==> src/rtl/paper_fetch_exec.sv <==
// paper_fetch_exec: fetch/execute controller running INC/JNO/HLT from a 2-bit instruction ROM
module paper_fetch_exec #(
  parameter int AW = 2,
  parameter int ACC_W = 2
) (
  input  logic             clk,
  input  logic             rst,
  input  logic             run,
  output logic [AW-1:0]    rom_addr,
  input  logic [1:0]       rom_data,
  output logic [ACC_W-1:0] acc,
  output logic             ovf,
  output logic             halted,
  output logic             illegal,
  output logic             retire
);
  typedef enum logic [1:0] {FETCH, EXEC, OPND, HALT} state_t;
  state_t state;
  logic [AW-1:0] pc;
  logic [1:0] ir;
  assign rom_addr = pc;
  assign halted = state == HALT;
  always_ff @(posedge clk) begin
    if (rst) begin
      pc <= '0;
      ir <= '0;
      acc <= '0;
      ovf <= 1'b0;
      illegal <= 1'b0;
      retire <= 1'b0;
      state <= FETCH;
    end else if (run) begin
      retire <= 1'b0;
      case (state)
        FETCH: begin
          ir <= rom_data;
          pc <= pc + AW'(1);
          state <= EXEC;
        end
        EXEC: begin
          retire <= ir != 2'b01;
          state <= ir == 2'b00 ? FETCH : ir == 2'b01 ? OPND : HALT;
          if (ir == 2'b00) {ovf, acc} <= {1'b0, acc} + (ACC_W+1)'(1);
          if (ir == 2'b11) illegal <= 1'b1;
        end
        OPND: begin
          pc <= ovf ? pc + AW'(1) : AW'(rom_data);
          retire <= 1'b1;
          state <= FETCH;
        end
        default: ;
      endcase
    end else retire <= 1'b0;
  end
endmodule

==> config.mk <==
export PLATFORM = sky130hd
export DESIGN_NAME = paper_fetch_exec
export DESIGN_NICKNAME = d
export VERILOG_FILES = /design/src/rtl/paper_fetch_exec.sv
export SDC_FILE = /design/constraint.sdc
export NUM_CORES = 1
export LEC_CHECK = 0
export CAP_MARGIN = 5
export CORE_MARGIN = 3
export CORE_UTILIZATION = 40
export CTS_CLUSTER_DIAMETER = 60
export CTS_CLUSTER_SIZE = 30
export DETAILED_ROUTE_END_ITERATION = 10
export PLACE_DENSITY = 0.75
export SETUP_SLACK_MARGIN = 0.05
export SYNTH_ARGS = -nofsm -noshare
export SYNTH_HDL_FRONTEND = slang
export SYNTH_SLANG_ARGS = --single-unit
==> constraint.sdc <==
create_clock -name clk -period 1.7 [get_ports clk]
set_input_delay 0.34 -clock clk [delete_from_list [all_inputs] [get_ports clk]]
set_output_delay 0.34 -clock clk [all_outputs]
set_load 0.01 [all_outputs]
==> flow_summary.toml, run 1 <==
[sta]
finalHoldViolations = 0
fin_hold_ws_ns = 0.500
finalSetupViolations = 0
final.setup.tns_ns = 0
post-route-period-util_pct = 90.4
clock_skew_ns = 0.00528
period_minus_slack_ns = 1.54
layout_setup_ws_ns = 0.163
fmax_mhz = 651
drv_slew = 0
rsz0062_at_grt = "no"
maxSlewHeadroom_pct = 82.2
tightest_slew_ns = 0.266

[die]
die_x_um = 43.7
core-area_um2 = 1220
die_h_um = 43.7
start_util_pct = 46.8
die-area_um2 = 1910
io_pins = 13
rows = 12

[layout]
nFillCells = 111
n_antenna_cell = 0
multi_input_area_um2 = 327
synthToLayoutAreaGrowth_pct = 29.7
drive_gt1_share_pct = 11.4
regArea_um2 = 221
final_nets = 91
layout.cells.non_filler = 93

[min_path]
worstHoldStart = "state[0]$_SDFFE_PP0P_"
hp-class = "reg2reg"
hold_depth = 2
min_to = "state[0]$_SDFFE_PP0P_"

[place]
dpl.cell_count = 89
port_buffers = 12
dpl.hpwl_um = 874
pre_cts_ws_ns = 0.117
gp_congestion = 0.733

[synthesis]
synth.distinct_cells = 26
syn-num-nets = 74
syn_avg_cell_area_um2 = 9.04
netlist_area_um2 = 569
synth_seq_area_share_pct = 38.7
synthCells = 63
ys_ff_latch = 11
yosys_warnings = 0

[setup_path]
cp_top_family = "buffers and inverters"
worstSetupStartpointType = "flip-flop"
r2r_setup_slack_ns = 0.38
slowest_delay_ns = 0.55
r2r_cells = 5
path_cells = "clkdlybuf4s50_1"
r2r_start = "state[0]$_SDFFE_PP0P_"
worst-path-buf-inv = 1
r2r_end = "rom_addr[1]$_SDFFE_PP0P_"
worst_path_max_delay_cell = "clkdlybuf4s50_1"
worstPathMaxFanout = 4
path_class = "reg2out"
cp.depth = 1
critPathCaptureType = "primary output"
cp_data_arrival_time_ns = 1.20
critPathLaunch = "rom_addr[0]$_SDFFE_PP0P_"
cp.required_ns = 1.36

[cts]
cts_root_buf = "clkbuf_4"
htree_levels = 1
cts_tree = "done"
cts_hold_buf = 0
cts_buffers = 3
cts.path.max_buffers = 2
cts.sinks = 11
clk_pin_slew_ns = 0.07
insertion_delay_ns = 0.27

[routing]
vias_per_cell = 5.12
drc = 0
first_iter_violations = 6
dr.pass1.iters = 4
vias = 476
wirelength_um = 1180
antenna_left = 0
post_drt_wl_per_cell_um = 12.7

[power]
p_leak_nw = 0.293
pwr-share-clk_pct = 33.4
power.total_uw = 543
switching_share_pct = 26.4
p_int_uw = 400
vdd_ir_drop_max_mv = 0.568
pwr-share-seq_pct = 51.5
combPwrFrac_pct = 15.1
power.switching_uw = 143
power_per_cell_area_nw_per_um2 = 736

[global_routing]
grt_overflow_total = 0
grt_max_degree = 8
grt_pass1_wl_um = 1870
grt_pass1_vias = 428
antenna_found_initial = 0
grt_use_total_pct = 13.8

[run_status]
status = "finished, final reports clean"

[flow_run]
maxCapViolCount = 0
cells in the mapped netlist:
| library cell | n | area, um2 |
|---|---|---|
| nand4b_1 | 1 | 8.76 |
| a21oi_1 | 6 | 30.0 |
| mux2i_1 | 3 | 30.0 |
| nor3_1 | 1 | 5.00 |
| dfxtp_1 | 11 | 220 |
| nand2b_1 | 2 | 12.5 |
| a41oi_1 | 1 | 8.76 |
| xnor2_1 | 1 | 8.76 |
| nor2b_1 | 2 | 12.5 |
| clkbuf_1 | 1 | 3.75 |
| or2b_1 | 1 | 7.51 |
| o21ai_1 | 1 | 5.00 |
| nand2_1 | 7 | 26.3 |
| o21ai_0 | 1 | 5.00 |
| ha_1 | 6 | 75.1 |
| and4bb_4 | 1 | 16.3 |
| buf_4 | 1 | 7.51 |
| and2_1 | 1 | 6.26 |
| o2111ai_1 | 1 | 8.76 |
| inv_1 | 3 | 11.3 |
| nor2_1 | 5 | 18.8 |
| nand3b_1 | 1 | 7.51 |
| a31oi_1 | 1 | 6.26 |
| nand2b_2 | 1 | 8.76 |
| o32ai_1 | 1 | 8.76 |
| nand3_1 | 2 | 10.0 |
cells in the final DEF (no fill, tap or decap), types with 2 or more instances in the layout:
cell             Yosys  final
clkdlybuf4s50_1      0     11
dfxtp_1             11     10
nand2_1              7      7
a21oi_1              6      6
ha_1                 6      6
nor2_1               5      5
inv_1                3      3
mux2i_1              3      3
clkbuf_4             0      3
nand2b_1             2      2
nor2b_1              2      2
nand3_1              2      2
buf_4                1      2
worst max path at each step:
stage / endpoint / slack [ns]
finish: rom_addr[0] / 0.16
global route: acc[0] / 0.09
CTS: ovf / 0.15
detailed placement: state[1]$_SDFFE_PP0P_ / 0.12
global placement: state[1]$_SDFFE_PP0P_ / 0.14
floorplan: rom_addr[0]$_SDFFE_PP0P_ / 0.47
metal layers:
metal | vias up | track usage (%) | wire [um]
met3 | 6 | 9.54 | 75
li1 | 253 | - | -
met4 | 0 | 7.23 | 28
met1 | 208 | 16.7 | 556
met5 | - | 0 | 0
met2 | 9 | 18.0 | 521
state kept, by name, summed over array words and instances (netlist names):
signal    count
retire        1
state         2
illegal       1
ir            2
acc           2
ovf           1
rom_addr      2
layout make-up:
type	count	share of cell area, %
well taps	14	2.37
flip-flops and latches	11	30.0
clock inverters	1	0.678
multi-input cells	47	44.2
clock buffers	3	3.05
inverters	3	1.53
repair buffers	14	18.1
through the flow:
stage / utilization, % / instance area, um2
5_1_grt: 60.7 / 738
3_3_place_gp: 58.4 / 711
2_1_floorplan: - / 569
3_5_place_dp: 58.4 / 711
4_1_cts: 60.7 / 738
6_report: 60.7 / 738
cell families after synthesis:
group / Yosys count / share of synthesized area [%]
AO/OA/AOI/OAI: 12 / 12.7
adder cells (fa/ha/maj): 6 / 13.2
AND/OR/NAND/NOR: 25 / 24.6
multiplexers: 3 / 5.27
flip-flops: 11 / 38.7
XOR/XNOR: 1 / 1.54
buffers and inverters: 5 / 3.96
worst min-delay path, cell delays in order, from the launching register on:
cell,delay (ns)
dfxtp_2,0.35
nand2_1,0.06
a21oi_1,0.05
power groups by stage:
stage          Combinational (mW)  Sequential (mW)  Clock [mW]
6_report                   0.0819            0.280       0.182
5_1_grt                    0.0904            0.281       0.201
4_1_cts                    0.0827            0.280       0.188
3_5_place_dp               0.0814            0.285           0
3_3_place_gp               0.0803            0.285           0
2_1_floorplan              0.0470            0.286           0
timing repair:
item                                    CTS  global route
gates resized for setup                   2             0
endpoints found under the setup margin    1             0
buffers inserted                          0             0
Note: power is estimated with default switching activity, not from simulation.
==> inputs of run 2 (changes only) <==
Clock period 1.7 ns to 1.6 ns, I/O delays scaled along.
==> run 2 against run 1 <==
Against the previous run: register-to-register slack got worse by 0.11 ns; worst hold slack about the same; sequential power increased by 6%; critical path type unchanged; largest cell class unchanged.
==> flow_summary.toml, run 2 (synthesis results as in run 1) <==
[global_routing]
grt_max_degree = 8
grt_pass1_wl_um = 1870
antenna_found_initial = 0
grt_pass1_vias = 428
grt_overflow_total = 0
grt_use_total_pct = 13.8

[setup_path]
critPathCaptureType = "primary output"
cp_top_family = "buffers and inverters"
path_cells = "clkdlybuf4s50_1"
slowest_delay_ns = 0.54
worstSetupStartpointType = "flip-flop"
worst-path-buf-inv = 1
path_class = "reg2out"
worst_path_max_delay_cell = "clkdlybuf4s50_1"
cp.required_ns = 1.28
cp_data_arrival_time_ns = 1.17
worstPathMaxFanout = 3

[routing]
vias = 476
drc = 0
dr.pass1.iters = 4
vias_per_cell = 5.12
antenna_left = 0
wirelength_um = 1190
post_drt_wl_per_cell_um = 12.7
first_iter_violations = 6

[min_path]
hp-class = "reg2reg"

[sta]
clock_skew_ns = 0.00555
drv_slew = 0
fmax_mhz = 673
tightest_slew_ns = 0.268
layout_setup_ws_ns = 0.114
post-route-period-util_pct = 92.9
finalHoldViolations = 0
final.setup.tns_ns = 0
maxSlewHeadroom_pct = 82.1
period_minus_slack_ns = 1.49
finalSetupViolations = 0
rsz0062_at_grt = "no"

[die]
start_util_pct = 46.8
io_pins = 13
core-area_um2 = 1220
die_x_um = 43.7
die-area_um2 = 1910
die_h_um = 43.7
rows = 12

[cts]
cts_root_buf = "clkbuf_4"
postCtsSetupRepairBufs = 0
htree_levels = 1
insertion_delay_ns = 0.27
clk_pin_slew_ns = 0.07
cts.path.max_buffers = 2
cts_buffers = 3
cts_hold_buf = 0
cts_tree = "done"
cts.sinks = 11

[place]
dpl.hpwl_um = 874
port_buffers = 12
gp_congestion = 0.733
pre_cts_ws_ns = 0.0367

[layout]
drive_gt1_share_pct = 11.4
final_common_cell = "dfxtp_1"
final_nets = 91
fin_util_pct = 61.5
n_antenna_cell = 0
nFillCells = 109
synthToLayoutAreaGrowth_pct = 31.4
final_cell_mix = "dfxtp_1, nand2_1, clkdlybuf4s50_1"

[power]
p_leak_nw = 0.363
power_per_cell_area_nw_per_um2 = 769
vdd_ir_drop_max_mv = 0.601

[flow_run]
maxCapViolCount = 0

[run_status]
status = "finished, final reports clean"
==> run 2: changes by cell type in the layout (fill, tap and decap cells not counted) <==
cell	before	now
dlymetal6s2s_1	0	4
clkdlybuf4s50_1	11	7
==> run 2: path summary, 6_finish.rpt <==
check        slack [ns]                      from                        to  cells after the start
min                0.50     state[0]$_SDFFE_PP0P_     state[0]$_SDFFE_PP0P_                      2
min reg2reg        0.50     state[0]$_SDFFE_PP0P_     state[0]$_SDFFE_PP0P_                      2
max reg2reg        0.27     state[0]$_SDFFE_PP0P_  rom_addr[1]$_SDFFE_PP0P_                      5
max                0.11  rom_addr[1]$_SDFFE_PP0P_               rom_addr[1]                      1
==> run 2: stage by stage <==
stage | cells | power, mW | hold slack [ns] | cell area, um2
floorplan | 63 | 0.354 | 0.440 | 569
global placement | 89 | 0.388 | 0.468 | 711
global route | 93 | 0.607 | 0.520 | 748
CTS | 93 | 0.585 | 0.495 | 738
detailed placement | 89 | 0.389 | 0.472 | 711
finish | 93 | 0.576 | 0.500 | 748
==> run 2: layer usage <==
metal	track usage [%]	share of wire, %	wire, um
met5	0	0	0
met4	7.23	2.4	28
met3	9.54	6.5	77
met2	18.0	44	527
met1	16.7	46	550
==> run 2: where the power goes <==
group / switching [mW] / leakage (nW) / internal (mW)
Clock: 0.100 / 0.0177 / 0.0927
Combinational: 0.0400 / 0.255 / 0.0459
Sequential: 0.0116 / 0.0899 / 0.285
==> run 2: worst min-delay path, stage by stage (launching register included) <==
cell and delay, ns:
dfxtp_2 0.35, nand2_1 0.06, a21oi_1 0.05
==> run 2: cell type report <==
cell class | count | area [um2] | area share [%]
flip-flops and latches | 11 | 221 | 29.6
repair buffers | 14 | 144 | 19.2
inverters | 3 | 11.3 | 1.51
multi-input cells | 47 | 327 | 43.6
well taps | 14 | 17.5 | 2.34
clock buffers | 3 | 22.5 | 3.01
clock inverters | 1 | 5.00 | 0.669
==> run 2: what timing repair did <==
| item | 4_1_cts | 5_1_grt |
|---|---|---|
| endpoints found under the hold margin | 0 | 0 |
| cloned | 0 | 0 |
| gates resized for setup | 2 | 4 |
| setup endpoints to repair | 1 | 4 |
==> inputs of run 3 (changes only) <==
Settings changed: PLACE_DENSITY 0.75 to 0.64.
==> run 3 against run 2 <==
Against the previous run: largest cell class unchanged; routed wire length is 3.8% lower; register-to-register slack better by 0.03 ns; global-route usage fell by 0.67 points; clock-buffer cell count increased by 1; critical endpoint is now ovf.
==> flow_summary.toml, run 3 (synthesis results as in run 1) <==
[run_status]
status = "finished, final reports clean"

[layout]
n_antenna_cell = 0
drive_gt1_share_pct = 13.6
regArea_um2 = 223
multi_input_area_um2 = 327
final_cell_mix = "dfxtp_1, clkdlybuf4s50_1, nand2_1"
nFillCells = 108
final_nets = 93
final_common_cell = "dfxtp_1"
fin_util_pct = 62.6
synthToLayoutAreaGrowth_pct = 33.6
layout.cells.non_filler = 95

[cts]
cts_buffers = 3
insertion_delay_ns = 0.27
htree_levels = 1
clk_pin_slew_ns = 0.07
cts_hold_buf = 0
cts.path.max_buffers = 2
cts.sinks = 11
postCtsSetupRepairBufs = 0
cts_root_buf = "clkbuf_4"
cts_tree = "done"

[die]
io_pins = 13
die_x_um = 43.7
rows = 12
die-area_um2 = 1910
die_h_um = 43.7
start_util_pct = 46.8
core-area_um2 = 1220

[sta]
drv_slew = 0
rsz0062_at_grt = "no"
fin_hold_ws_ns = 0.478
finalHoldViolations = 0
fmax_mhz = 667
maxSlewHeadroom_pct = 82.9
period_minus_slack_ns = 1.50
final.setup.tns_ns = 0
clock_skew_ns = 0.00352
post-route-period-util_pct = 93.7
tightest_slew_ns = 0.255
finalSetupViolations = 0

[place]
gp_congestion = 0.717
dpl.hpwl_um = 855
port_buffers = 12
dpl.cell_count = 91

[routing]
first_iter_violations = 9
antenna_left = 0
vias_per_cell = 5.19
vias = 493
drc = 0
dr.pass1.iters = 4
post_drt_wl_per_cell_um = 12.0
wirelength_um = 1140

[power]
vdd_ir_drop_max_mv = 0.375
power_per_cell_area_nw_per_um2 = 763
p_leak_nw = 0.350

[flow_run]
maxCapViolCount = 0

[setup_path]
worst_path_max_delay_cell = "clkdlybuf4s50_1"
worstSetupStartpointType = "flip-flop"
r2r_setup_slack_ns = 0.30
worst-path-buf-inv = 1
cp_data_arrival_time_ns = 1.18
cp_top_family = "buffers and inverters"
slowest_delay_ns = 0.55
worstPathMaxFanout = 4
critPathCaptureType = "primary output"
path_cells = "clkdlybuf4s50_1"
path_class = "reg2out"
cp.required_ns = 1.28

[global_routing]
grt_overflow_total = 0
grt_pass1_vias = 435
grt_max_degree = 10
grt_use_total_pct = 13.1
grt_pass1_wl_um = 1860
antenna_found_initial = 0

[min_path]
hp-class = "reg2reg"
run 3: changes by cell type in the layout (fill, tap and decap cells not counted):
cell,change
buf_4,+2
clkbuf_1,+1
clkdlybuf4s50_1,+1
clkinv_2,-1
dfxtp_1,-1
dfxtp_2,+1
dlymetal6s2s_1,-1
run 3: area by class of cell:
cell class | count | share of cell area, %
multi-input cells | 47 | 42.9
flip-flops and latches | 11 | 29.3
repair buffers | 16 | 20.6
clock buffers | 4 | 3.45
well taps | 14 | 2.30
inverters | 3 | 1.48
run 3: where the power goes:
part           switching, mW  total [mW]  internal, mW
Clock                 0.0987       0.195        0.0966
Combinational         0.0399      0.0883        0.0483
Sequential            0.0117       0.297         0.285
Total                  0.150       0.581         0.430
run 3: final timing paths:
kind | startpoint | to | cells past startpoint
max reg2reg | state[0]$_SDFFE_PP0P_ | rom_addr[1]$_SDFFE_PP0P_ | 5
max | ovf$_SDFFE_PP0P_ | ovf | 1
min | illegal$_SDFFE_PP0P_ | illegal$_SDFFE_PP0P_ | 2
min reg2reg | illegal$_SDFFE_PP0P_ | illegal$_SDFFE_PP0P_ | 2
run 3: metrics by stage:
| stage | power (mW) | setup WS (ns) | area, um2 |
|---|---|---|---|
| after CTS | 0.589 | 0.0714 | 753 |
| after global routing | 0.611 | 0.0628 | 761 |
| after global placement | 0.393 | 0.0584 | 726 |
| after detailed placement | 0.393 | 0.0381 | 726 |
| after floorplan | 0.354 | 0.371 | 569 |
| final | 0.581 | 0.101 | 761 |
run 3: what timing repair did:
action	in CTS	in global routing
gates cloned	0	0
endpoints found under the setup margin	1	3
pin swaps	0	0
resized for setup	3	3
run 3: routing by layer:
metal | global-route usage [%] | wire [um]
met4 | 5.42 | 8
met1 | 15.2 | 521
met5 | 0 | 0
met3 | 6.22 | 63
met2 | 20.6 | 546
==> patch, RTL diff (config.mk and constraints of run 3) <==
Register the output `halted`, cleared by the reset; this adds one clock of latency there. The other outputs are not delayed to match.
--- a/src/rtl/paper_fetch_exec.sv
+++ b/src/rtl/paper_fetch_exec.sv
@@ -19,7 +19,13 @@
   logic [AW-1:0] pc;
   logic [1:0] ir;
   assign rom_addr = pc;
-  assign halted = state == HALT;
+  always_ff @(posedge clk) begin
+    if (rst) begin
+      halted <= '0;
+    end else begin
+      halted <= state == HALT;
+    end
+  end
   always_ff @(posedge clk) begin
     if (rst) begin
       pc <= '0;
Behaviour: not the same (a bounded check fails within 4 cycles, from zero or initial values and one cycle with rst high).
==> patch against run 3 <==
  * Setup slack improved by 0.0094 ns
  * Total power rose by 1.6%
  * Routed wire length down 0.44%
  * Design area rose by 1.5%
  * First-iteration DRC count decreased by 56%
  * Synthesized area up 5.1%
  * Via count is 0.41% higher
  * Cell count rose by 1.1%
  * Fmax is 0.63% higher
  * Sequential cell count grew 1
  * Count of clock-buffer cells in the layout fell by 1
  * Clock skew grew 0.00062 ns
==> patch: results (changes against run 3) <==
[logic_synthesis]
synth_area_leaders = dfxtp_1, ha_1, a21oi_1  ; unchanged
synthArstFlopShare_pct = 0  ; unchanged
synth_top_cell_area_share_pct = 40.17  ; was 38.68%
synth_nets = 76  ; was 74
ys_top_cells_by_count = dfxtp_1, nand2_1, a21oi_1, ha_1, nor2_1  ; unchanged
yosysUniqueCellTypes = 25  ; was 26
yosysWarnings = 0  ; unchanged
synth_compound_area_share_pct = 12.13  ; was 12.75%
synthMuxAreaShare_pct = 5.021  ; was 5.275%
synthAdderAreaFrac_pct = 12.55  ; was 13.19%
ys_seq_area_share_pct = 40.17  ; was 38.68%
synth_xor_area_share_pct = 1.464  ; was 1.538%
syn_avg_cell_area_um2 = 9.201  ; was 9.036 um^2

[sta]
layout_min_cycle_time_ns = 1.489  ; was 1.499 ns
skew_ns = 0.004139  ; was 0.003523 ns
worst_slew_pin_slew_ns = 0.2984  ; was 0.2554 ns
hold_slack_ns = 0.4803  ; was 0.4778 ns
fin_tns_setup_ns = 0  ; unchanged
hold_violations = 0  ; unchanged

[global_route]
antenna_found_initial = 0  ; unchanged
track_usage_pct = 13.53  ; was 13.14%
grt_pass1_vias = 464  ; was 435
grt_pass1_wl_mm = 1.938  ; was 1.863 mm
grt_max_degree = 9  ; was 10

[power_and_ir_drop]
leakagePower_uw = 0.0003336  ; was 0.0003502 uW
ir_drop_uv = 365.9  ; was 375.4 uV

[drt]
firstDrtPassIters = 4  ; unchanged
routed_via_density = 5.156  ; was 5.189
vias = 495  ; was 493
drc = 0  ; unchanged
first_iter_violations = 4  ; was 9
wirelength_mm = 1.135  ; was 1.140 mm

[finish]
fillers = 125  ; was 108
n_antenna_cell = 0  ; unchanged
fin_nets = 94  ; was 93
layout-drive-gt1-share_pct = 9.877  ; was 13.58%

[setup_path]
cp_max_fo = 4  ; unchanged
r2r_slack_ns = 0.22  ; was 0.30 ns
cpPeakStageDelay_ns = 0.54
reg2reg_depth = 5  ; unchanged

[placed_design]
pre_cts_ws_ns = 0.08922  ; was 0.03814 ns
place_inst = 93  ; was 91
io_buffers = 12  ; unchanged
place_congestion = 0.6937  ; was 0.7172
post-dp-hpwl_um = 877.6  ; was 855.1 um

[hold_path]
hold_depth = 2  ; unchanged
min_path_type = reg -> reg  ; unchanged

[cts]
post-cts-setup-buffer-count = 0  ; unchanged
htree_levels = 1  ; unchanged
insertion_delay_ns = 0.27  ; about the same
clkTransAtPathRegs_ns = 0.07  ; about the same

[run_status]
status = finished clean  ; unchanged

==> patch: cell types whose count changed after synthesis, sizes merged <==
cell / delta
nand2b: +1
nor2b: +1
dfxtp: +1
buf: +1
clkbuf: -1
or2b: -1
==> patch: area by class of cell <==
type | instances | area share, %
tap | 15 | 2.431
sequential | 12 | 31.12
timing repair buffer | 15 | 19.12
inverter | 3 | 1.459
multi-input combinational | 48 | 42.95
clock buffer | 3 | 2.917
==> patch: through the flow <==
stage                     area, um^2  total power, uW
after global routing           772.0            622.9
final                          772.0            589.8
after global placement         744.5            415.9
after detailed placement       744.5            416.6
after floorplan                598.1            379.3
after CTS                      767.0            598.6
==> patch: metal layers <==
layer  share of wire, %  track usage (%)
met1                 49            16.14
met2                 45            20.92
met3                4.8            3.659
met4                1.1            9.036
met5                  0                0
==> patch: timing repair <==
action                     4_1_cts  5_1_grt
resized for setup                0        2
setup endpoints to repair        0        2
hold endpoints to repair         0        0
==> patch: kinds of logic (layout without fill, tap and decap cells) <==
family	count (synthesis)	after routing
AO/OA/AOI/OAI	12	12
buffers and inverters	5	21
multiplexers	3	3
adder cells (fa/ha/maj)	6	6
AND/OR/NAND/NOR	26	26
flip-flops	12	12
XOR/XNOR	1	1
==> patch: where the power goes <==
| group | total, uW | internal, uW | switching [uW] | leakage, uW |
|---|---|---|---|---|
| Combinational | 87.9 | 47.4 | 40.4 | 0.000222 |
| Clock | 181 | 86.9 | 93.7 | 0.0000138 |
| Sequential | 321 | 310 | 11.5 | 0.0000977 |
| Total | 590 | 444 | 146 | 0.000334 |
==> patch: worst paths after layout <==
check | start | to
setup / recovery | rom_addr[0] | rom_addr[0]
hold / removal | illegal | illegal
setup reg to reg | state[0] | rom_addr[0]
hold reg to reg | illegal | illegal
